==> config.mk <==
export PLATFORM = sky130hd
export DESIGN_NAME = wb_unified_mem_arb
export DESIGN_NICKNAME = d
export VERILOG_FILES = /design/src/rtl/wb_unified_mem_arb.sv
export SDC_FILE = /design/constraint.sdc
export NUM_CORES = 1
export LEC_CHECK = 0
export BUFFER_PORTS_ARGS = -buffer_cell sky130_fd_sc_hd__buf_2
export CORE_AREA = 2 2 112 114
export CTS_CLUSTER_DIAMETER = 200
export DETAILED_ROUTE_END_ITERATION = 16
export DIE_AREA = 0 0 114 116
export PLACE_DENSITY = 0.61
export SKIP_LAST_GASP = 1
export SYNTH_ARGS = -nofsm -noshare
export SYNTH_HDL_FRONTEND = slang
export SYNTH_SLANG_ARGS = --single-unit
export TNS_END_PERCENT = 10
==> constraint.sdc <==
create_clock -name clk -period 1.88 [get_ports clk]
set_clock_uncertainty 0.15 [all_clocks]
set_input_delay 0.188 -clock clk [delete_from_list [all_inputs] [get_ports clk]]
set_output_delay 0.188 -clock clk [all_outputs]
set_load 0.05 [all_outputs]
==> src/rtl/wb_unified_mem_arb.sv <==
`timescale 1ns/1ps
// Two-master Wishbone front end sharing one single-port synchronous SRAM.
// Also hosts a tohost mailbox word with a one-cycle strobe when it becomes nonzero.
module wb_unified_mem_arb #(
    parameter int ADDR_W       = 13,
    parameter int TOHOST_WADDR = 1024
) (
    input  logic              clk,
    input  logic              rst_n,
    input  logic [31:0]       iwb_adr_i,
    input  logic              iwb_cyc_i,
    input  logic              iwb_stb_i,
    output logic [31:0]       iwb_dat_o,
    output logic              iwb_ack_o,
    input  logic [31:0]       dwb_adr_i,
    input  logic [31:0]       dwb_dat_i,
    input  logic              dwb_we_i,
    input  logic [3:0]        dwb_sel_i,
    input  logic              dwb_cyc_i,
    input  logic              dwb_stb_i,
    output logic [31:0]       dwb_dat_o,
    output logic              dwb_ack_o,
    output logic              dwb_err_o,
    output logic              mem_en_o,
    output logic [3:0]        mem_we_o,
    output logic [ADDR_W-1:0] mem_addr_o,
    output logic [31:0]       mem_wdata_o,
    input  logic [31:0]       mem_rdata_i,
    output logic [31:0]       tohost_o,
    output logic              tohost_valid_o
);

    localparam logic [31:0]       NOP_INSN = 32'h0000_0013;
    localparam logic [ADDR_W-1:0] TOHOST_W = TOHOST_WADDR[ADDR_W-1:0];

    typedef enum logic [1:0] {IDLE, ACK_I, ACK_D, ERR_D} state_t;

    state_t      state_q, state_d;
    logic        last_grant_q, last_grant_d;   // 0 = instruction, 1 = data
    logic        i_oob_q, i_oob_d;
    logic [31:0] tohost_q, tohost_d;
    logic        tohost_valid_q, tohost_valid_d;

    logic              i_req, d_req, grant_i, grant_d, i_oob, d_oob;
    logic              en_c;
    logic [3:0]        we_c;
    logic [ADDR_W-1:0] addr_c;
    logic [31:0]       tohost_merge;
    logic              unused_adr_lsbs;

    assign unused_adr_lsbs = ^{iwb_adr_i[1:0], dwb_adr_i[1:0]};

    assign i_req   = iwb_cyc_i & iwb_stb_i;
    assign d_req   = dwb_cyc_i & dwb_stb_i;
    // On a tie the master that did not win last time gets the slot.
    assign grant_d = d_req & (~i_req | ~last_grant_q);
    assign grant_i = i_req & ~grant_d;
    assign i_oob   = |iwb_adr_i[31:ADDR_W+2];
    assign d_oob   = |dwb_adr_i[31:ADDR_W+2];

    for (genvar gi = 0; gi < 4; gi++) begin : g_lane
        assign tohost_merge[8*gi +: 8] = dwb_sel_i[gi] ? dwb_dat_i[8*gi +: 8]
                                                       : tohost_q[8*gi +: 8];
    end

    always_comb begin
        state_d        = state_q;
        last_grant_d   = last_grant_q;
        i_oob_d        = i_oob_q;
        tohost_d       = tohost_q;
        tohost_valid_d = 1'b0;
        en_c           = 1'b0;
        we_c           = 4'b0000;
        addr_c         = '0;
        case (state_q)
            IDLE: begin
                if (grant_d) begin
                    last_grant_d = 1'b1;
                    addr_c       = dwb_adr_i[ADDR_W+1:2];
                    state_d      = d_oob ? ERR_D : ACK_D;
                    if (!d_oob) begin
                        en_c = 1'b1;
                        we_c = dwb_we_i ? dwb_sel_i : 4'b0000;
                        if (dwb_we_i && addr_c == TOHOST_W) begin
                            tohost_d       = tohost_merge;
                            tohost_valid_d = |tohost_merge;
                        end
                    end
                end else if (grant_i) begin
                    last_grant_d = 1'b0;
                    addr_c       = iwb_adr_i[ADDR_W+1:2];
                    en_c         = ~i_oob;
                    i_oob_d      = i_oob;
                    state_d      = ACK_I;
                end
            end
            default: state_d = IDLE;
        endcase
    end

    always_ff @(posedge clk or negedge rst_n) begin
        if (!rst_n) begin
            state_q        <= IDLE;
            last_grant_q   <= 1'b0;
            i_oob_q        <= 1'b0;
            tohost_q       <= '0;
            tohost_valid_q <= 1'b0;
        end else begin
            state_q        <= state_d;
            last_grant_q   <= last_grant_d;
            i_oob_q        <= i_oob_d;
            tohost_q       <= tohost_d;
            tohost_valid_q <= tohost_valid_d;
        end
    end

    // SRAM strobes are gated by reset so nothing is written while rst_n is low.
    assign mem_en_o    = en_c & rst_n;
    assign mem_we_o    = we_c & {4{rst_n}};
    assign mem_addr_o  = addr_c;
    assign mem_wdata_o = dwb_dat_i;

    // Responses are qualified by cyc so an abandoned cycle is never acked.
    assign iwb_ack_o = (state_q == ACK_I) & iwb_cyc_i;
    assign iwb_dat_o = (state_q == ACK_I) ? (i_oob_q ? NOP_INSN : mem_rdata_i) : '0;
    assign dwb_ack_o = (state_q == ACK_D) & dwb_cyc_i;
    assign dwb_err_o = (state_q == ERR_D) & dwb_cyc_i;
    assign dwb_dat_o = (state_q == ACK_D) ? mem_rdata_i : '0;

    assign tohost_o       = tohost_q;
    assign tohost_valid_o = tohost_valid_q;

endmodule

==> key figures <==
Clock network
  – H-tree depth: 2
  – CTS tree: built
  – Sink Count: 37
  – Root buffer selected by CTS: clkbuf_16
  – Worst skew pair latency: 280 ps
  – Num CTS Buffers: 5
  – Clock Pin Slew Worst Setup and Hold Paths: 60 ps
  – CTS max path bufs: 2

STA
  – Min Tclk post-route: ~2200 ps
  – Peak Freq: approximately 450 MHz
  – Final worst path period share: 118%
  – Hold_ws: 17.8 ps
  – Slew HR: 67.3%
  – Final setup fails: 80
  – Slew Limit Fails: 0
  – Final setup margin: -341 ps
  – Slew @ Worst Pin: 491 ps
  – Unrepaired setup endpoints after global routing: yes
  – Final setup TNS: -9430 ps
  – Hold Vio Cnt, Final: 0

Power and ir drop
  – Sw Pwr: about 1.2 mW
  – Switching Fraction: just under 40%
  – Seq pwr share: 28.3%
  – Cell Pwr Density: 594 mW/mm^2
  – Lkg Pwr: 2.82 nW
  – Clk pwr share: 30.5%
  – Logic pwr share: 41.2%
  – Tot Pwr: between 2 and 3 mW
  – Maximum VDD drop: between 0.3 and 0.4 mV
  – Internal: 1.77 mW

Run status
  – Failing checks: setup timing
  – Outcome: finished with violations

Cells and area
  – Final core utilization: about 41%
  – Area growth syn-to-layout: 70.3%
  – Layout cell share with drive strength beyond 1: approximately 69%
  – Sequential cell area: 926 sq um
  – Multi-input gate area: about 0.0018 sq mm
  – Final Net Count: 709
  – Fill cell count: 1180
  – Final std cells w/o fill: about 720

Synthesis
  – Synth top area cells: dfrtp_1 (32%), mux2_4 (17%), and2_1 (13%)
  – Ys flop type: dfrtp_1
  – Sequential fraction of the synthesis area: 32.0%
  – Yosys cell types: 35
  – Syn nets: 422
  – Synth top area share: between 30 and 40%
  – Top-count cell post-synth: and2_1
  – Largest area contributor in the netlist: dfrtp_1
  – Number of synthesized flops with an enable pin: 0
  – Commonest cells in the netlist: and2_1 (62), dfrtp_1 (37), buf_4 (32), mux2_4 (32), nor2_1 (22)
  – FFs w/ async S/R, synth: 100%
  – Synthesized area: around 0.0029 sq mm
  – Post-synthesis register bit count: 37
  – Syn. warnings: 0
  – Syn Area/Cell: 10.2 sq um
  – Synth Instances: 283

Route
  – Drt pass-1 iters: 4
  – Antenna-violating nets left: 0
  – DR iter-0 viols: 98
  – Via density: 4.47
  – Post-Route WL: around 12000 microns
  – Routed len/inst: 16.2 microns
  – Via Count: 3212
  – Remaining DRCs: 0

Floorplanning
  – Io pins: 289
  – Die footprint: 0.0132 sq mm
  – Core region area: 0.0119 sq mm
  – Die extent in y: roughly 120 microns
  – Initial core utilization: 24.3%
  – Die W: 114 microns
  – # rows: 40

Critical path
  – Crit Path Max Fanout: 14
  – Worst EP required: 1540 ps
  – Worst setup SP type: flip-flop
  – Setup CP Type: flip-flop to primary output
  – Critical Path AT: about 1900 ps
  – Endpoint type of the worst setup path: primary output

Placement
  – Inst Count DP: around 710
  – RD Place Congestion: 0.834
  – Port Buf Inserts: 284
  – DP HPWL: 9780 microns

Global route
  – Gr usage total: around 16%
  – Largest net degree at the start of global routing: 38
  – First-pass GRT wire length: 16100 microns
  – Initial antenna violation count: 2
  – Total gr overflow: 0
  – Number of global-route vias before repair: 3062

Flow run
  – Max-cap viol count: 0

Min path
  – Min-delay worst type: primary input to flip-flop
critical path, cell delays in order (launching register included):
cell and delay, ps:
dfrtp_1 410, or2_1 270, buf_4 150, nor3b_2 200
buf_6 200, a22o_1 200, buf_6 170
cells in the final DEF, fill, tap and decap left out, drive strengths merged, types with 2 or more instances in the layout:
cell type	instances
nand4	4
clkinvlp	4
nor4	23
a211oi	2
nand2	3
buf	319
or4	2
nor2	22
nand3	2
o21ai	2
a22oi	7
and2	62
a22o	13
clkbuf	7
inv	3
or3	2
nor3	13
mux2	32
dfrtp	37
flip-flops by register name (all words and copies together), names as in the netlist:
| name | count |
|---|---|
| tohost_valid_o | 1 |
| state_q | 2 |
| i_oob_q | 1 |
| last_grant_q | 1 |
| tohost_o | 32 |
power by group through the flow:
stage	clock network, mW	registers, mW	logic [mW]
floorplan	0	0.842	0.766
global placement	0	0.843	1.16
detailed placement	0	0.844	1.17
CTS	0.915	0.829	1.21
global route	0.952	0.832	1.27
finish	0.891	0.829	1.20
layer usage:
layer | up-vias | share of wire (%) | global-route usage, %
li1 | 1557 | - | -
met2 | 154 | 55 | 30.8
met1 | 1497 | 38 | 18.1
met4 | 0 | 0.74 | 2.76
met5 | - | 0 | 0
met3 | 4 | 6.5 | 2.56
through the flow:
stage	area [sq um]	worst slack (ps)
after global placement	4640	-472
after floorplan	2970	-195
after detailed placement	4640	-487
after global routing	4920	-424
after CTS	4920	-324
final	4920	-341
worst paths after layout:
path | from | cells past startpoint | slack (ps) | to
min | dwb_dat_i[10] | 2 | 20 | tohost_o[10]
min reg2reg | tohost_o[8] | 1 | 380 | tohost_o[8]
max | state_q[1] | 6 | -340 | mem_addr_o[0]
min in group asynchronous | rst_n | 3 | 440 | tohost_o[14]
max reg2reg | last_grant_q | 6 | 10 | tohost_o[17]
max in group asynchronous | rst_n | 3 | 800 | tohost_o[30]
what timing repair did:
item,CTS,global route
setup endpoints to repair,112,113
gates resized for setup,26,0
hold endpoints to repair,37,0
setup buffers,4,0
pin swaps,6,0
hold buffers,1,0
layout make-up:
class                           instances  share of cell area [%]
Antenna cell                            1                  0.0508
Clock buffer                            7                    3.10
Clock inverter                          1                   0.178
Inverter                                6                   0.559
Multi-Input combinational cell        200                    35.8
Sequential cell                        37                    18.8
Tap cell                              147                    3.74
Timing Repair Buffer                  320                    37.8
cell families after synthesis:
group	after synthesis	share of synthesized area, %
flops	37	32.0
compound gates	27	7.70
mux	32	16.6
buf+inv	46	10.3
simple gates	141	33.4
(Power assumes the default switching activity.)
